### config.mk
export PLATFORM = sky130hd
export DESIGN_NAME = lift_scan_ctrl_flat
export DESIGN_NICKNAME = d
export VERILOG_FILES = /design/src/rtl/lift_pkg.sv /design/src/rtl/lift_scan_ctrl_if.sv /design/src/rtl/lift_req_reg.sv /design/src/rtl/lift_scan_ctrl.sv /design/src/flat_wrapper.sv
export SDC_FILE = /design/constraint.sdc
export NUM_CORES = 1
export LEC_CHECK = 0
export ABC_CLOCK_PERIOD_IN_PS = 4400
export BUFFER_PORTS_ARGS = -buffer_cell sky130_fd_sc_hd__buf_2
export CAP_MARGIN = 10
export CORE_MARGIN = 4
export CORE_UTILIZATION = 53
export DETAILED_ROUTE_END_ITERATION = 8
export PLACE_DENSITY_LB_ADDON = 0.1
export SYNTH_ARGS = -nofsm -noshare
export SYNTH_HDL_FRONTEND = slang
export SYNTH_SLANG_ARGS = --single-unit
### constraint.sdc
create_clock -name clk -period 4.4 [get_ports clk]
set_input_delay 0.66 -clock clk [delete_from_list [all_inputs] [get_ports clk]]
set_output_delay 0.66 -clock clk [all_outputs]
set_load 0.05 [all_outputs]
### src/rtl/lift_pkg.sv
// Shared types for the SCAN lift controller: FSM state encoding and the
// direction codes driven on dir_o.
package lift_pkg;

    typedef enum logic [1:0] {
        IDLE      = 2'd0,
        MOVE_UP   = 2'd1,
        MOVE_DOWN = 2'd2,
        DOOR      = 2'd3
    } state_t;

    localparam logic [1:0] DIR_NONE = 2'b00;
    localparam logic [1:0] DIR_UP   = 2'b01;
    localparam logic [1:0] DIR_DN   = 2'b10;

    // Direction shown while in a given state; DOOR keeps whatever came before.
    function automatic logic [1:0] dir_of(state_t s, logic [1:0] held);
        unique case (s)
            MOVE_UP:   dir_of = DIR_UP;
            MOVE_DOWN: dir_of = DIR_DN;
            DOOR:      dir_of = held;
            default:   dir_of = DIR_NONE;
        endcase
    endfunction

endpackage

### src/rtl/lift_scan_ctrl_if.sv
// Request/status bundle between the button logic (master) and the lift
// controller (slave).
interface lift_scan_ctrl_if #(
    parameter int N_FLOORS = 8
);
    localparam int FW = $clog2(N_FLOORS);

    logic                call_vld_i;
    logic [FW-1:0]       call_f_i;
    logic                car_vld_i;
    logic [FW-1:0]       car_f_i;
    logic [FW-1:0]       elev_f_o;
    logic                busy_o;
    logic [1:0]          dir_o;
    logic                door_open_o;
    logic [N_FLOORS-1:0] pend_o;

    modport master (
        output call_vld_i, call_f_i, car_vld_i, car_f_i,
        input  elev_f_o, busy_o, dir_o, door_open_o, pend_o
    );

    modport slave (
        input  call_vld_i, call_f_i, car_vld_i, car_f_i,
        output elev_f_o, busy_o, dir_o, door_open_o, pend_o
    );

endinterface

### src/rtl/lift_req_reg.sv
// Pending-request mask with set/clear ports and hit/above/below lookup
// relative to a query floor.
module lift_req_reg #(
    parameter int N_FLOORS = 8
) (
    input  logic                          clk,
    input  logic                          rst_n,
    input  logic [N_FLOORS-1:0]           set_mask,
    input  logic [N_FLOORS-1:0]           clr_mask,
    input  logic [$clog2(N_FLOORS)-1:0]   qry_f,
    output logic [N_FLOORS-1:0]           pend,
    output logic                          hit_here,
    output logic                          any_above,
    output logic                          any_below
);

    // NOTE: rst_n is active-high here; clear wins over a same-cycle set.
    always_ff @(posedge clk or posedge rst_n) begin
        if (rst_n) pend <= '0;
        else       pend <= (pend | set_mask) & ~clr_mask;
    end

    // NOTE: every output gets a default before the loop so no latch is inferred.
    always_comb begin
        hit_here  = 1'b0;
        any_above = 1'b0;
        any_below = 1'b0;
        for (int i = 0; i < N_FLOORS; i++) begin
            if (i == int'(qry_f)) hit_here = pend[i];
            if (i >  int'(qry_f)) any_above = any_above | pend[i];
            if (i <  int'(qry_f)) any_below = any_below | pend[i];
        end
    end

endmodule

### src/rtl/lift_scan_ctrl.sv
// Single-car SCAN lift controller with per-floor travel and door dwell timing.
// Optional parking toward HOME_FLOOR after a long idle: define LIFT_PARK_EN.
module lift_scan_ctrl
    import lift_pkg::*;
#(
    parameter int N_FLOORS   = 8,
    parameter int T_MOVE     = 4,
    parameter int T_DOOR     = 6,
    parameter int HOME_FLOOR = 0
) (
    input  logic             clk,
    input  logic             rst_n,
    lift_scan_ctrl_if.slave  bus
);

    localparam int FW = $clog2(N_FLOORS);
    localparam int MW = (T_MOVE > 1) ? $clog2(T_MOVE) : 1;
    localparam int DW = (T_DOOR > 1) ? $clog2(T_DOOR) : 1;
    localparam logic [MW-1:0] MOVE_LAST = MW'(T_MOVE - 1);
    localparam logic [DW-1:0] DOOR_LAST = DW'(T_DOOR - 1);

    if (N_FLOORS < 2 || T_MOVE < 1 || T_DOOR < 1 ||
        HOME_FLOOR < 0 || HOME_FLOOR >= N_FLOORS) begin : g_param_chk
        $error("lift_scan_ctrl: illegal parameter set");
    end

    state_t              state, state_nxt;
    logic [FW-1:0]       elev_f, qry_f;
    logic [MW-1:0]       move_cnt;
    logic [DW-1:0]       door_cnt;
    logic [1:0]          dir_q, dir_nxt;
    logic                door_q, busy;
    logic [N_FLOORS-1:0] pend, set_mask, clr_mask;
    logic                hit_here, any_above, any_below;
    logic                moving, step, retrig, door_done, decide, pref_dn;

`ifdef LIFT_PARK_EN
    localparam int IW = $clog2(16 * T_DOOR);
    localparam logic [IW-1:0] IDLE_LAST = IW'(16 * T_DOOR - 1);
    localparam logic [FW-1:0] HOME_F    = FW'(HOME_FLOOR);

    logic [IW-1:0] idle_cnt;
    logic          idle_arm, park_due, park_q;

    assign idle_arm = (state == IDLE) && (pend == '0) && (elev_f != HOME_F);
    assign park_due = idle_arm && (idle_cnt == IDLE_LAST);

    // park_q marks a homing trip; it drops once the car stops (DOOR or IDLE).
    always_ff @(posedge clk or posedge rst_n) begin
        if (rst_n) begin
            idle_cnt <= '0;
            park_q   <= 1'b0;
        end else begin
            idle_cnt <= (idle_arm && !park_due) ? idle_cnt + 1'b1 : '0;
            park_q   <= ((state_nxt == MOVE_UP) || (state_nxt == MOVE_DOWN)) &&
                        (park_q || park_due);
        end
    end
`endif

    lift_req_reg #(.N_FLOORS(N_FLOORS)) u_req (
        .clk       (clk),
        .rst_n     (rst_n),
        .set_mask  (set_mask),
        .clr_mask  (clr_mask),
        .qry_f     (qry_f),
        .pend      (pend),
        .hit_here  (hit_here),
        .any_above (any_above),
        .any_below (any_below)
    );

    assign moving    = (state == MOVE_UP) || (state == MOVE_DOWN);
    assign step      = moving && (move_cnt == MOVE_LAST);
    assign retrig    = (state == DOOR) &&
                       ((bus.call_vld_i && (bus.call_f_i == elev_f)) ||
                        (bus.car_vld_i  && (bus.car_f_i  == elev_f)));
    assign door_done = (state == DOOR) && (door_cnt == '0) && !retrig;

    // On an arrival edge the mask is queried at the floor being entered.
    assign qry_f = !step             ? elev_f :
                   (state == MOVE_UP) ? elev_f + 1'b1 : elev_f - 1'b1;

    always_ff @(posedge clk or posedge rst_n) begin
        if (rst_n) state <= IDLE;
        else       state <= state_nxt;
    end

    always_comb begin
        state_nxt = state;
        decide    = 1'b0;
        pref_dn   = 1'b0;
        unique case (state)
            IDLE:              decide = 1'b1;
            MOVE_UP, MOVE_DOWN: begin
                decide  = step;
                pref_dn = (state == MOVE_DOWN);
            end
            DOOR: begin
                decide  = door_done;
                pref_dn = (dir_q == DIR_DN);
            end
            default:           decide = 1'b0;
        endcase

        if (decide) begin
            if (hit_here)
                state_nxt = DOOR;
            else if (any_above && !(pref_dn && any_below))
                state_nxt = MOVE_UP;
            else if (any_below)
                state_nxt = MOVE_DOWN;
`ifdef LIFT_PARK_EN
            else if (park_due || (park_q && (qry_f != HOME_F)))
                state_nxt = (HOME_F > qry_f) ? MOVE_UP : MOVE_DOWN;
`endif
            else
                state_nxt = IDLE;
        end
    end

    always_comb begin
        busy     = (state != IDLE);
        dir_nxt  = dir_of(state_nxt, dir_q);
        clr_mask = '0;
        set_mask = '0;
        if (state_nxt == DOOR) clr_mask[qry_f] = 1'b1;
        // A request for the floor whose door is open only extends the dwell.
        if (bus.call_vld_i && (int'(bus.call_f_i) < N_FLOORS) &&
            !((state == DOOR) && (bus.call_f_i == elev_f)))
            set_mask[bus.call_f_i] = 1'b1;
        if (bus.car_vld_i && (int'(bus.car_f_i) < N_FLOORS) &&
            !((state == DOOR) && (bus.car_f_i == elev_f)))
            set_mask[bus.car_f_i] = 1'b1;
    end

    always_ff @(posedge clk or posedge rst_n) begin
        if (rst_n) begin
            elev_f   <= '0;
            move_cnt <= '0;
            door_cnt <= '0;
            dir_q    <= DIR_NONE;
            door_q   <= 1'b0;
        end else begin
            if (step) elev_f <= qry_f;
            move_cnt <= (moving && !step) ? move_cnt + 1'b1 : '0;
            if ((state_nxt == DOOR) && ((state != DOOR) || retrig || (door_cnt == '0)))
                door_cnt <= DOOR_LAST;
            else if (state_nxt == DOOR)
                door_cnt <= door_cnt - 1'b1;
            else
                door_cnt <= '0;
            dir_q    <= dir_nxt;
            door_q   <= (state_nxt == DOOR);
        end
    end

    assign bus.elev_f_o    = elev_f;
    assign bus.busy_o      = busy;
    assign bus.dir_o       = dir_q;
    assign bus.door_open_o = door_q;
    assign bus.pend_o      = pend;

endmodule
### src/flat_wrapper.sv
// flat-port wrapper written by rule: the top's interface ports become plain ports
module lift_scan_ctrl_flat import lift_pkg::*;
#(
    parameter int N_FLOORS   = 8,
    parameter int T_MOVE     = 4,
    parameter int T_DOOR     = 6,
    parameter int HOME_FLOOR = 0
)
  (clk, rst_n, bus_call_vld_i, bus_call_f_i, bus_car_vld_i, bus_car_f_i, bus_elev_f_o, bus_busy_o, bus_dir_o, bus_door_open_o, bus_pend_o);
  lift_scan_ctrl_if #(.N_FLOORS(N_FLOORS)) bus_i ();
  input  logic clk;
  input  logic rst_n;
  input wire logic [$bits(bus_i.call_vld_i)-1:0] bus_call_vld_i;
  input wire logic [$bits(bus_i.call_f_i)-1:0] bus_call_f_i;
  input wire logic [$bits(bus_i.car_vld_i)-1:0] bus_car_vld_i;
  input wire logic [$bits(bus_i.car_f_i)-1:0] bus_car_f_i;
  output wire logic [$bits(bus_i.elev_f_o)-1:0] bus_elev_f_o;
  output wire logic [$bits(bus_i.busy_o)-1:0] bus_busy_o;
  output wire logic [$bits(bus_i.dir_o)-1:0] bus_dir_o;
  output wire logic [$bits(bus_i.door_open_o)-1:0] bus_door_open_o;
  output wire logic [$bits(bus_i.pend_o)-1:0] bus_pend_o;
  assign bus_i.call_vld_i = bus_call_vld_i;
  assign bus_i.call_f_i = bus_call_f_i;
  assign bus_i.car_vld_i = bus_car_vld_i;
  assign bus_i.car_f_i = bus_car_f_i;
  assign bus_elev_f_o = bus_i.elev_f_o;
  assign bus_busy_o = bus_i.busy_o;
  assign bus_dir_o = bus_i.dir_o;
  assign bus_door_open_o = bus_i.door_open_o;
  assign bus_pend_o = bus_i.pend_o;
  lift_scan_ctrl #(.N_FLOORS(N_FLOORS), .T_MOVE(T_MOVE), .T_DOOR(T_DOOR), .HOME_FLOOR(HOME_FLOOR)) u_core (.clk(clk), .rst_n(rst_n), .bus(bus_i));
endmodule
After elaboration in Yosys (flattened, before gate mapping)

Index checks and enable logic that the tools add are counted.

Logic and storage cells: 139
Output and inout port bits: 15
Register bits: 21
Input bits: 10

Multiplexer cells: 43
$lt $le $gt $ge: 20
Reductions and logical operators: 31
Equal/unequal tests: 18
Bitwise gates (word level): 16
$add $sub $neg: 4

Operator list:

| cell                  | count |
|---|---|
| $mux W1               | 25 |
| $mux W8               | 3 |
| $logic_and A1 B1 Y1   | 17 |
| $or A8 B8 Y8          | 2 |
| $eq A2 B2 Y1 const B  | 6 |
| $eq A3 B3 Y1 const A  | 4 |
| $gt A3 B3 Y1 const A  | 4 |
| $lt A3 B4 Y1 const B  | 3 |
| $mux W3               | 4 |
| $or A1 B1 Y1          | 12 |
| $mux W2               | 5 |
| $demux W1 S3          | 3 |
| $ge A3 B1 Y1 const B  | 3 |
| $lt A3 B3 Y1 const A  | 3 |
| $and A8 B8 Y8         | 1 |
| $not A8 Y8            | 1 |
| $eq A2 B3 Y1 const A  | 2 |
| $eq A3 B3 Y1          | 2 |
| $gt A2 B3 Y1 const A  | 2 |
| $logic_not A3 Y1      | 2 |
| $lt A1 B3 Y1 const A  | 2 |
| $lt A2 B3 Y1 const A  | 2 |
| $pmux W2 S3           | 1 |
| $sub A3 B1 Y3 const B | 2 |
| 13 further kinds      | 21 |

Depth between registers and ports, before layout

Depth after elaboration: 28
Mapped depth: 12
Depth with buffers taken out: 11

By module

A second synthesis with hierarchy kept.

Cells, all modules: 157
Area total of the unflattened synthesis: 1468.9 µm²

By module, submodules not included:

| module         | area an instance (µm²) | sequential area each (µm²) | instances | cells an instance |
|---|---|---|---|---|
| lift_scan_ctrl | 999.7                  | 325.3                      | 1         | 107 |
| lift_req_reg   | 469.2                  | 200.2                      | 1         | 50 |

Least setup slack after synthesis

No wires, ideal clock.

Path kind: flip-flop to flip-flop
From: register u_core.state[1]
To: register u_core.u_req.pend[4]
Path buffers: 1
Path slack: 1.495 ns
Data required time: 4.274 ns
Period minus slack after synthesis: 2.905 ns
Stages on the path, launching flop included: 12
Library setup time: 0.126 ns
Arrival: 2.779 ns
Cell sequence: dfrtp_1 > inv_1 > ha_1 > inv_1 > fa_1 > xor2_1 > or3_1 > buf_2 > a21boi_1 > a21oi_1 > a211o_2 > o32a_1

Word-level cells in the longest chain between the ends: 28
Elaborated cells on any way between the ends: 97
Classes of those cells: order compare: 16; eq/ne: 11; mux: 35; bitwise: 16; reduce/logical: 19

RTL lines:

| item                                                | line                  | text |
|---|---|---|
| start, declared                                     | lift_scan_ctrl.sv:27  | `state_t state, state_nxt;` |
| start signal, assigned                              | lift_scan_ctrl.sv:86  | `else state <= state_nxt;` |
| $eq A2 B1 Y1 / $eq A2 B2 Y1 (equally long branches) | n/a                   |  |
| $logic_or A1 B1 Y1                                  | lift_scan_ctrl.sv:73  | `assign moving = (state == MOVE_UP) \|\| (state == MOVE_DOWN);` |
| $logic_and A1 B1 Y1                                 | lift_scan_ctrl.sv:74  | `assign step = moving && (move_cnt == MOVE_LAST);` |
| $mux W3                                             | lift_scan_ctrl.sv:81  | `assign qry_f = !step ? elev_f :` |
| $lt A1 B3 Y1                                        | lift_req_reg.sv:31    | `if (i < int'(qry_f)) any_below = any_below \| pend[i];` |
| $mux W1                                             | lift_req_reg.sv:31    |  |
| $or A1 B1 Y1                                        | lift_req_reg.sv:31    |  |
| $mux W1                                             | lift_req_reg.sv:31    |  |
| [... 12 more ...]                                   | n/a                   |  |
| $logic_and A1 B1 Y1                                 | lift_scan_ctrl.sv:109 | `else if (any_above && !(pref_dn && any_below))` |
| $mux W2                                             | lift_scan_ctrl.sv:109 |  |
| $mux W2                                             | lift_scan_ctrl.sv:107 | `if (hit_here)` |
| $mux W2                                             | lift_scan_ctrl.sv:106 | `if (decide) begin` |
| $eq A2 B2 Y1                                        | lift_scan_ctrl.sv:127 | `if (state_nxt == DOOR) clr_mask[qry_f] = 1'b1;` |
| $mux W8                                             | lift_scan_ctrl.sv:127 |  |
| $not A8 Y8                                          | lift_req_reg.sv:20    | `else pend <= (pend \| set_mask) & ~clr_mask;` |
| $and A8 B8 Y8 (*)                                   | lift_req_reg.sv:20    |  |
| end signal, assigned                                | lift_req_reg.sv:20    |  |
| end, declared                                       | lift_req_reg.sv:11    | `output logic [N_FLOORS-1:0] pend,` |

Every way passes the cells marked *; elsewhere a longest branch is shown, timed or not.
A chain may end at the register's enable or synchronous reset.

Worst setup path in the final report

From: register u_core.state[1]
To: register u_core.u_req.pend[5]

Same word-level chain as after synthesis.

==> flow_summary.ini <==
[critical_path]
endpoint_kind = register
crit_fanout = 7
r2r-end = u_core.u_req.pend[5]
rr_startpoint = u_core.state[1]
path_class = reg2reg
r2r_setup_slack_ns = 1.05
critPathRequiredTime_ns = 4.59
critPathLaunchType = register
critPathArrivalTime_ns = 3.54
crit_start = u_core.state[1]
worstRegToRegCells = 10

[placed_design]
dp_hpwl_mm = 3.357
pre_cts_ws_ns = 1.130
port_buffers = 24
gp_congestion = 0.8951
placed_cells = 247

[synth]
synthFlopType = dfrtp_1
synth_area_um2 = 1653
synth_top_area_share = 0.3179
synth_area_leaders = dfrtp_1 (32%), ha_1 (4.5%), inv_1 (3.9%)
yosysMostFrequentCell = dfrtp_1
yosysSeqAreaShare = 0.3179
synth.distinct_cells = 59
synth_seq_cells = 21
synthTopCellsByCount = dfrtp_1 (21), inv_1 (17), a21oi_1 (12), nor3_1 (12), nand2_1 (10)
synth_area_leader_cell = dfrtp_1
yosys_warnings = 0
synthArstFlopShare = 1.000
synth_edf_count = 0
synth_nets = 206
netlist_instances = 189
avgSynthCellArea_um2 = 8.745

[final_layout]
layout-drive-gt1-share = 0.1691
nets = 225
area_growth_pct = 9.160
diodes = 0
instances_no_fill = 251
nFillCells = 267

[floorplanning]
rows = 20
die_height_um = 63.85
core_um2 = 3028
num_io_pins = 25
initial_core_util = 0.5459
die_width_um = 63.85
dieArea_um2 = 4076

[sta]
fin_crit_ns = 3.355
setup_slack_ns = 1.045
setup_tns_ns = 0
slew_violations = 0
slew_headroom = 0.4711
fmax_mhz = 298.1
hold_viol = 0
rsz0062_at_grt = false
skew_ns = 0.006070
finalSetupViolations = 0
worst_pin_slew_ns = 0.7925
fin_crit_sh = 0.7624

[cts]
clk_pin_slew_ns = 0.12
cts_setup_buffers = 0
cts_resized = 0
htree_levels = 1
tritoncts = yes
cts_buffers = 3
clockBufferDepth = 2
clockRootBuffer = clkbuf_4
worstSkewPairLatency_ns = 0.30
cts-hold-fix-buffers = 0
cts_sinks = 21

[power]
p_per_area_nw_per_um2 = 869.1
p_leak_nw = 0.7594
irDropWorstVdd_uv = 468.0

[min_path]
hold_path.class = reg2reg
worstHoldStart = u_core.move_cnt[0]
whs_path_depth = 1
whs_endpoint = u_core.move_cnt[0]

[route]
vias_per_cell = 6.335
ant_nets = 0
drtIter0Drc = 111
firstDrtPassIters = 6
drcViolationCount = 0
wire_per_inst_um = 17.31
vias = 1590
wirelength_mm = 4.345

[grt]
grt_usage = 0.2226
first_global_vias = 1520
gr-total-overflow = 0
grt_max_degree = 22
grt_pass1_wl_mm = 7.203
antenna_found_initial = 0

[outcome]
outcome = complete, no violations

[run]
maxCapViolCount = 0
## cells in the final DEF (no fill, tap or decap), types with 5 or more instances in the layout
cell type  count
a211oi_1       7
a21oi_1       12
buf_2         24
dfrtp_1       21
ha_1           6
inv_1         17
nand2_1       10
nor2_1         6
nor3_1        12
nor3b_1        5
xnor2_1        7
## cells by family after synthesis
logic type,Yosys count,synth area share
muxes,1,0.006056
adders and majority gates,7,0.05753
AOI/OAI and AO/OA,67,0.3127
and+or+nand+nor,58,0.1946
buffers and inverters,27,0.06889
DFF,21,0.3179
xor gates and xnor gates,8,0.04239
## per-stage QoR
| stage | hold slack (ns) | util | total power, mW | area, µm² |
|---|---|---|---|---|
| after CTS | 0.4461 | 0.5959 | 1.561 | 1804 |
| after global routing | 0.4746 | 0.5959 | 1.695 | 1804 |
| after global placement | 0.4236 | 0.5872 | 1.442 | 1778 |
| after floorplan | 0.4139 | - | 1.224 | 1653 |
| final | 0.4399 | 0.5959 | 1.568 | 1804 |
| after detailed placement | 0.4307 | 0.5872 | 1.465 | 1778 |
## area by class of cell
type / instances / area, µm² / share of cell area
multi-input cells: 141 / 1013 / 0.5617
inverters: 17 / 63.81 / 0.03537
well taps: 44 / 55.05 / 0.03051
clock buffers: 4 / 26.28 / 0.01456
flip-flops and latches: 21 / 525.5 / 0.2913
repair buffers: 24 / 120.1 / 0.06657
## worst max-delay path: stages (launching register included)
cell	delay, ns
dfrtp_1	0.44
inv_1	0.09
ha_1	0.23
inv_1	0.07
fa_1	0.60
nand3_1	0.17
mux2i_1	0.41
a21boi_1	0.33
a21oi_1	0.16
a211o_2	0.42
o32a_1	0.31
## per-layer routing
| metal | GRT usage | routed length [µm] |
|---|---|---|
| met1 | 0.2967 | 1912 |
| met2 | 0.3703 | 2014 |
| met3 | 0.02636 | 348 |
| met4 | 0.07817 | 70 |
| met5 | 0 | 0 |
## power by group
| part | switching (mW) | total (mW) | internal [mW] |
|---|---|---|---|
| Clock | 0.0584 | 0.0937 | 0.0353 |
| Combinational | 0.687 | 1.06 | 0.371 |
| Sequential | 0.140 | 0.417 | 0.276 |
## how the worst max path moves through the flow
stage / slack [ns] / end
after floorplan: 1.49 / u_core.u_req.pend[4]
after detailed placement: 1.13 / u_core.u_req.pend[5]
final: 1.05 / u_core.u_req.pend[5]
after CTS: 1.07 / u_core.u_req.pend[5]
after global placement: 1.21 / u_core.u_req.pend[5]
after global routing: 0.82 / u_core.u_req.pend[3]
## flip-flops by register name (all words and copies together), names as in the netlist
register	cells
u_core.door_cnt	3
u_core.bus.dir_o	2
u_core.move_cnt	2
u_core.state	2
u_core.u_req.pend	8
u_core.bus.elev_f_o	3
u_core.bus.door_open_o	1
Power figures use the tool's default switching activity.
